**config.mk**
```make
export PLATFORM = sky130hd
export DESIGN_NAME = pipelined_rotate_shift_unit
export DESIGN_NICKNAME = d
export VERILOG_FILES = /design/src/rtl/pipelined_rotate_shift_unit.sv
export SDC_FILE = /design/constraint.sdc
export NUM_CORES = 1
export LEC_CHECK = 0
export ABC_CLOCK_PERIOD_IN_PS = 4300
export BUFFER_PORTS_ARGS = -buffer_cell sky130_fd_sc_hd__buf_2
export CORE_MARGIN = 4
export CORE_UTILIZATION = 40
export DETAILED_ROUTE_END_ITERATION = 12
export PLACE_DENSITY = 0.67
export SLEW_MARGIN = 20
export SYNTH_ARGS = -nofsm -noshare
export SYNTH_HDL_FRONTEND = slang
export SYNTH_SLANG_ARGS = --single-unit
```
**constraint.sdc**
```tcl
create_clock -name clock -period 4.3 [get_ports clock]
set_input_delay 0 -clock clock [delete_from_list [all_inputs] [get_ports clock]]
set_output_delay 0 -clock clock [all_outputs]
set_load 0.005 [all_outputs]
```
**src/rtl/pipelined_rotate_shift_unit.sv**
```systemverilog
// Pipelined ROR/ROL/SHR/SHRA/SHL barrel shifter; log2(WIDTH) levels spread over STAGES register stages.
// Latency: STAGES cycles, one op per cycle. Backpressure: global stall, in_ready = !out_valid || out_ready.
// Optional: define SHIFTER_FLAGS_EN to add out_zero / out_carry result flags.
module pipelined_rotate_shift_unit #(
    parameter int WIDTH  = 32,
    parameter int STAGES = 2,
    localparam int CW    = $clog2(WIDTH)
) (
    input  logic             clock,
    input  logic             clear_n,
    input  logic             in_valid,
    output logic             in_ready,
    input  logic [WIDTH-1:0] in_value,
    input  logic [CW-1:0]    in_count,
    input  logic [2:0]       in_mode,
    output logic             out_valid,
    input  logic             out_ready,
    output logic [WIDTH-1:0] out_result
`ifdef SHIFTER_FLAGS_EN
    ,
    output logic             out_zero,
    output logic             out_carry
`endif
);

    logic             advance;
    logic             in_rev;
    logic [WIDTH-1:0] src_dat  [STAGES];
    logic [WIDTH-1:0] nxt_dat  [STAGES];
    logic [WIDTH-1:0] r_dat    [STAGES];
    logic [CW-1:0]    src_cnt  [STAGES];
    logic [CW-1:0]    r_cnt    [STAGES];
    logic             src_vld  [STAGES];
    logic             r_vld    [STAGES];
    logic             src_rot  [STAGES];
    logic             r_rot    [STAGES];
    logic             src_fill [STAGES];
    logic             r_fill   [STAGES];
    logic             src_rev  [STAGES];
    logic             r_rev    [STAGES];
`ifdef SHIFTER_FLAGS_EN
    logic             src_carry [STAGES];
    logic             r_carry   [STAGES];
    logic             r_zero;
    logic [CW-1:0]    neg_cnt;
    logic [CW-1:0]    dec_cnt;
`endif

    function automatic logic [WIDTH-1:0] bitrev(input logic [WIDTH-1:0] d);
        logic [WIDTH-1:0] r;
        for (int k = 0; k < WIDTH; k++) r[k] = d[WIDTH-1-k];
        return r;
    endfunction

    // One right-going network level: rotate, zero-fill or sign-fill by sh.
    function automatic logic [WIDTH-1:0] lvl(input logic [WIDTH-1:0] d, input int sh,
                                             input logic rot, input logic fill);
        logic [WIDTH-1:0] hi;
        if (rot)       hi = d << (WIDTH - sh);
        else if (fill) hi = ~({WIDTH{1'b1}} >> sh);
        else           hi = '0;
        return (d >> sh) | hi;
    endfunction

    assign advance    = !r_vld[STAGES-1] || out_ready;
    assign in_ready   = advance;
    assign out_valid  = r_vld[STAGES-1];
    assign out_result = r_dat[STAGES-1];
    // Left-going modes run through the right-going network on a bit-reversed operand.
    assign in_rev     = (in_mode == 3'd1) || (in_mode == 3'd4);

    always_comb begin
        src_dat[0]  = in_rev ? bitrev(in_value) : in_value;
        src_cnt[0]  = (in_mode > 3'd4) ? '0 : in_count;
        src_vld[0]  = in_valid;
        src_rot[0]  = (in_mode == 3'd0) || (in_mode == 3'd1);
        src_fill[0] = (in_mode == 3'd3) && in_value[WIDTH-1];
        src_rev[0]  = in_rev;
`ifdef SHIFTER_FLAGS_EN
        neg_cnt = -in_count;
        dec_cnt = in_count - 1'b1;
        if (in_mode > 3'd4 || in_count == '0) src_carry[0] = 1'b0;
        else if (in_rev)                      src_carry[0] = in_value[neg_cnt];
        else                                  src_carry[0] = in_value[dec_cnt];
`endif
        for (int s = 1; s < STAGES; s++) begin
            src_dat[s]  = r_dat[s-1];
            src_cnt[s]  = r_cnt[s-1];
            src_vld[s]  = r_vld[s-1];
            src_rot[s]  = r_rot[s-1];
            src_fill[s] = r_fill[s-1];
            src_rev[s]  = r_rev[s-1];
`ifdef SHIFTER_FLAGS_EN
            src_carry[s] = r_carry[s-1];
`endif
        end
        for (int s = 0; s < STAGES; s++) begin
            nxt_dat[s] = src_dat[s];
            for (int i = 0; i < CW; i++) begin
                if (((i * STAGES) / CW) == s && src_cnt[s][i])
                    nxt_dat[s] = lvl(nxt_dat[s], 1 << i, src_rot[s], src_fill[s]);
            end
            if (s == STAGES - 1 && src_rev[s]) nxt_dat[s] = bitrev(nxt_dat[s]);
        end
    end

    always_ff @(posedge clock or negedge clear_n) begin
        if (!clear_n) begin
            for (int s = 0; s < STAGES; s++) begin
                r_dat[s]  <= '0;
                r_cnt[s]  <= '0;
                r_vld[s]  <= 1'b0;
                r_rot[s]  <= 1'b0;
                r_fill[s] <= 1'b0;
                r_rev[s]  <= 1'b0;
`ifdef SHIFTER_FLAGS_EN
                r_carry[s] <= 1'b0;
`endif
            end
`ifdef SHIFTER_FLAGS_EN
            r_zero <= 1'b0;
`endif
        end else if (advance) begin
            for (int s = 0; s < STAGES; s++) begin
                r_dat[s]  <= nxt_dat[s];
                r_cnt[s]  <= src_cnt[s];
                r_vld[s]  <= src_vld[s];
                r_rot[s]  <= src_rot[s];
                r_fill[s] <= src_fill[s];
                r_rev[s]  <= src_rev[s];
`ifdef SHIFTER_FLAGS_EN
                r_carry[s] <= src_carry[s];
`endif
            end
`ifdef SHIFTER_FLAGS_EN
            r_zero <= (nxt_dat[STAGES-1] == '0);
`endif
        end
    end

`ifdef SHIFTER_FLAGS_EN
    assign out_zero  = r_zero;
    assign out_carry = r_carry[STAGES-1];
`endif

endmodule

```
; Yosys cells after proc, flatten, opt, wreduce, memory -nomap -nowiden
; Cells that the tools add are included.
[op_classes]
order_cmp = 1
n_eq_ne = 3
mux = 23
bitwise_logic = 5
reduce_logical = 6
[op_table]
columns = op, n
row1 = two-way mux 32 bit, 22
row2 = bitwise OR 16 x 32 -> 32 bit, 1
row3 = bitwise OR 24 x 32 -> 32 bit, 1
row4 = bitwise OR 28 x 32 -> 32 bit, 1
row5 = bitwise OR 30 x 32 -> 32 bit, 1
row6 = bitwise OR 31 x 32 -> 32 bit, 1
row7 = two-way mux 5 bit, 1
row8 = == test 3 x 1 -> 1 bit (second input constant), 1
row9 = == test 3 x 2 -> 1 bit (second input constant), 1
row10 = == test 3 bit (second input constant), 1
row11 = > comparator 3 bit (second input constant), 1
row12 = logical NOT 3 bit, 1
row13 = logical OR 1 bit, 3
row14 = logical AND 1 bit, 1
row15 = logical NOT 1 bit, 1
[totals]
register_bits = 74
inputBits = 44
out_inout_bits = 34
wordCells = 46

; Longest topological paths before layout
[logic_depth]
word_depth = 15
mapped_depth = 9
mapped_depth_nobuf = 6

; Least setup slack after synthesis
; Ideal clock, no wire load.
[synth_path]
path_type = flip-flop to flip-flop
start = register r_cnt[8] in the netlist's numbering
end = register r_dat (netlist bit out_result[29])
setup_time_ps = 138
t_arrival_ps = 1476
slack_ps = 2686
stages_incl_launch_ff = 8
synth_period_minus_slack_ps = 1614
cell_sequence = dfrtp_1 clkbuf_1 buf_2 mux2_2 o211ai_1 o21ai_1 mux2i_1 a21oi_1
[synth_between]
elab_chain_len = 6
[synth_lines]
columns = item, line_no
row1 = "start, declared", 32  ; logic [CW-1:0] r_cnt [STAGES];
row2 = "start signal, assigned by index", 126  ; r_cnt[s] <= src_cnt[s];
row3 = two-way mux 32 bit *, 100  ; if (((i * STAGES) / CW) == s && src_cnt[s][i])
row4 = two-way mux 32 bit, 59  ; if (rot) hi = d << (WIDTH - sh);
row5 = two-way mux 32 bit, 100
row6 = bitwise OR 16 x 32 -> 32 bit, 62  ; return (d >> sh) | hi;
row7 = two-way mux 32 bit *, 100
row8 = two-way mux 32 bit *, 103  ; if (s == STAGES - 1 && src_rev[s]) nxt_dat[s] = bitrev(nxt_dat[s]);
row9 = "end signal, assigned by index", 125  ; r_dat[s] <= nxt_dat[s];
row10 = "end, declared", 30  ; logic [WIDTH-1:0] r_dat [STAGES];
; Every way passes the cells marked *; elsewhere a longest branch is shown, timed or not. The select of a mux whose other input is x is not followed.
; A chain may end at the register's enable or synchronous reset.

; Worst setup path in the final report
[layout_path]
start = input in_mode[1]
end = register r_dat[57] in the netlist's numbering
[layout_between]
elab_chain_len = 11
elab_cells_between_ends = 23
cone_classes = order compare: 1 / eq/ne: 3 / mux: 12 / bitwise: 3 / reduce/logical: 4
[layout_lines]
columns = item, line_no
row1 = "start, declared", 15  ; input logic [2:0] in_mode,
row2 = "== test 3 x 2 -> 1 bit, or another cell as far along", 77  ; src_fill[0] = (in_mode == 3'd3) && in_value[WIDTH-1];
row3 = logical AND 1 bit / logical OR 1 bit (equally long branches), "77, 70"
row4 = "two-way mux 32 bit, on equally long branches", "60, 73"
row5 = two-way mux 32 bit, 59
row6 = two-way mux 32 bit, 100
row7 = bitwise OR 31 x 32 -> 32 bit, 62
row8 = two-way mux 32 bit, 100
row9 = bitwise OR 30 x 32 -> 32 bit, 62
row10 = two-way mux 32 bit, 100
row11 = bitwise OR 28 x 32 -> 32 bit, 62
row12 = two-way mux 32 bit *, 100
; Marks and branches as above.

==> results.md <==
* Outcome: completed
* Vias in the first global route at 6032
* CTS root buffer: clkbuf_16
* R2R Setup Slk at 1.92 ns
* Most common cell after layout, fill and taps aside: nor2_1
* Max-Cap Viols at 0
* Pwr Total at 2.84 mW
* Total grt overflow at 0
* Starting Density at 40.9%
* F_max at 379 MHz
* Worst Min Path Start: in_value[31]
* Max-slew headroom at the worst pin at 27.6%
* Dpl hpwl at 14.7 mm
* Hold Fails Final Rpt at 0
* Via density at 6.14
* Residual DRC count at 0
* Largest net degree at the start of global routing at 123
* H-Tree Depth at 3
* Synth Net Count at 936
* Synth async-reset ratio at 100%
* Final net count at 917
* Clock sink count at 71
* Synth unique cells at 73
* R2R Path Start: r_rot[1]$_DFFE_PN0P_
* RSZ-0062 raised after global routing: no
* Fin crit period at 2.64 ns
* Via count at 6742
* Crit path kind: in -> reg
* Worst VDD drop at 334 uV
* Slew Viols, Final at 0
* Min-Delay Endpoint: r_fill[1]$_DFFE_PN0P_
* Later-pin clock latency in the skew report at 0.34 ns
* Clock skew at 0.00620 ns
* Crit Path Max Fanout at 34
* Worst min path class: in -> reg
* Final Cell Area at 0.00719 mm2
* Die height at 138 um
* Die area at 0.0191 mm2
* CTS tree: yes
* Max clock buf depth at 2
* Flops & latches, synth at 71
* Syn avg cell area at 7.62 um2
* Placed instance count at 1078
* # rows at 47
* RR Endpoint: out_result[25]$_DFFE_PN0P_
* First-pass GRT wire length at 33.0 mm
* Number of I/O pins at 78
* Share of post-route cells with drive strength above 1 at 15.4%
* Final WL at 20.5 mm
* Antenna Nets Post-Route at 0
* Hold Path Stages at 3
* DR iter-0 viols at 803
* Setup crit end kind: register
* Lkg Pwr at 2.83 nW
* Final Wtd Congestion at 0.937
* Sum Neg Setup Slack at 0 ns
* Non-Filler Instances at 1098
* Drt first pass iters at 6
* Critical Path RT at 4.52 ns
* Routed len/inst at 18.7 um
* Ys flop type: dfrtp_1
* Cell Pwr Density at 395 mW/mm2
* Area Overhead vs Synth at 5.78%
* Post-route clock period utilization at 61.4%
* Core ar. at 0.0166 mm2
* Post-cts sizing count at 0
* Seq/Total Area, Yosys at 26.1%
* Startpoint types: primary input
* Worst Reg-to-Reg Cells at 6
* CP arrival at 2.86 ns
* GRT Resource Usage Total at 20.7%
* Initial antenna violation count at 0
* Total clock buffers created by CTS at 9
* Synth warnings at 0
* Syn Inst Count at 892
* Commonest cells after routing, fill and taps aside: nor2_1 (105), nand2_1 (92), buf_2 (76)
* Die width at 138 um
* Post-DP Area at 0.00685 mm2
* Final setup vio count at 0
* Worst-Margin Slew at 1.09 ns
* Fillcell total at 1721
* Post-synth EDFFs at 0
* Mapped Area at 0.00680 mm2
* Clk slew on worst S/H paths at 0.06 ns
* Count of input and output buffers at 77
* Antenna diode count at 0
## cell usage after synthesis, types with 5 or more instances
| library cell | number | area [um2] |
|---|---|---|
| clkbuf_1 | 33 | 124 |
| a211oi_1 | 11 | 82.6 |
| mux4_2 | 10 | 225 |
| o2111ai_1 | 9 | 78.8 |
| buf_2 | 35 | 175 |
| nand2b_1 | 18 | 113 |
| a21oi_1 | 59 | 295 |
| o22ai_1 | 38 | 238 |
| o21ai_0 | 57 | 285 |
| o211ai_1 | 20 | 150 |
| o221ai_1 | 13 | 114 |
| dfrtp_1 | 71 | 1780 |
| nor2_1 | 105 | 394 |
| mux2_2 | 7 | 78.8 |
| nor2b_1 | 13 | 81.3 |
| nand3_1 | 24 | 120 |
| buf_4 | 39 | 293 |
| mux2i_1 | 58 | 581 |
| nor3_1 | 10 | 50.1 |
| nand4_1 | 6 | 37.5 |
| o21ai_1 | 24 | 120 |
| nor4_1 | 6 | 37.5 |
| nand2_1 | 92 | 345 |
| a31oi_1 | 22 | 138 |
| buf_1 | 5 | 18.8 |
| inv_1 | 20 | 75.1 |
| buf_6 | 6 | 67.6 |
## final cells by class
class / instances / area (um2) / share of cell area [%]
Clock buffer: 10 / 239 / 3.32
Inverter: 24 / 90.1 / 1.25
Timing Repair Buffer: 88 / 480 / 6.68
Clock inverter: 6 / 60.1 / 0.835
Sequential cell: 71 / 1780 / 24.7
Tap cell: 220 / 275 / 3.83
Multi-Input combinational cell: 679 / 4270 / 59.4
## power by group
| group | leakage (nW) | internal [mW] | switching [mW] | total [mW] |
|---|---|---|---|---|
| sequential | 0.825 | 0.848 | 0.179 | 1.03 |
| clock | 0.144 | 0.461 | 0.281 | 0.741 |
| combinational | 1.86 | 0.450 | 0.624 | 1.07 |
| total | 2.83 | 1.76 | 1.08 | 2.84 |
## through the flow
step / worst slack (ns) / hold slack (ns) / util (%)
after floorplan: 2.69 / -0.296 / -
after global placement: 1.61 / 0.0582 / 41.2
after detailed placement: 1.52 / 0.0564 / 41.2
after CTS: 1.87 / 0.0552 / 43.2
after global routing: 1.56 / 0.105 / 43.2
final: 1.66 / 0.0496 / 43.2
## worst max path at each step
stage | start | to | cells after the start
after global placement | in_mode[1] | r_dat[57]$_DFFE_PN0P_ | 7
final | in_mode[1] | r_dat[57]$_DFFE_PN0P_ | 7
after global routing | in_mode[1] | r_dat[57]$_DFFE_PN0P_ | 7
after floorplan | r_cnt[8]$_DFFE_PN0P_ | out_result[29]$_DFFE_PN0P_ | 7
after detailed placement | in_mode[1] | r_dat[57]$_DFFE_PN0P_ | 7
after CTS | in_mode[1] | r_dat[57]$_DFFE_PN0P_ | 7
## what timing repair did
action                    4_1_cts  5_1_grt
hold endpoints to repair       31        0
setup buffers                   0        0
hold buffers                    4        0
## sequential cells by signal (all words and copies together), names as in the netlist
signal,flops
r_cnt,2
r_rev,1
r_vld,1
r_fill,1
out_valid,1
out_result,32
r_dat,32
r_rot,1
## worst max-delay path, cell delays in order
cell       delay (ns)
buf_2            0.32
o21ai_4          0.72
nand2_1          0.59
a2111oi_0        0.71
a211oi_1         0.15
o22ai_1          0.26
nor2_1           0.07
## logic make-up (layout without fill, tap and decap cells)
group / Yosys count / after routing / synth area share [%]
compound gates: 300 / 300 / 28.4
mux: 75 / 75 / 13.0
xor+xnor: 2 / 2 / 0.644
buf+inv: 142 / 128 / 11.3
flops: 71 / 71 / 26.1
simple gates: 302 / 302 / 20.5
## metal layers
metal  vias up  routed length [um]  global-route usage (%)
li1       3224                   -                       -
met1      3164                9240                    29.3
met2       315                9140                    32.3
met3        39                1600                    3.56
met4         0                 541                    6.81
met5         -                   0                       0
No activity file was read; power rests on OpenSTA's default activity.
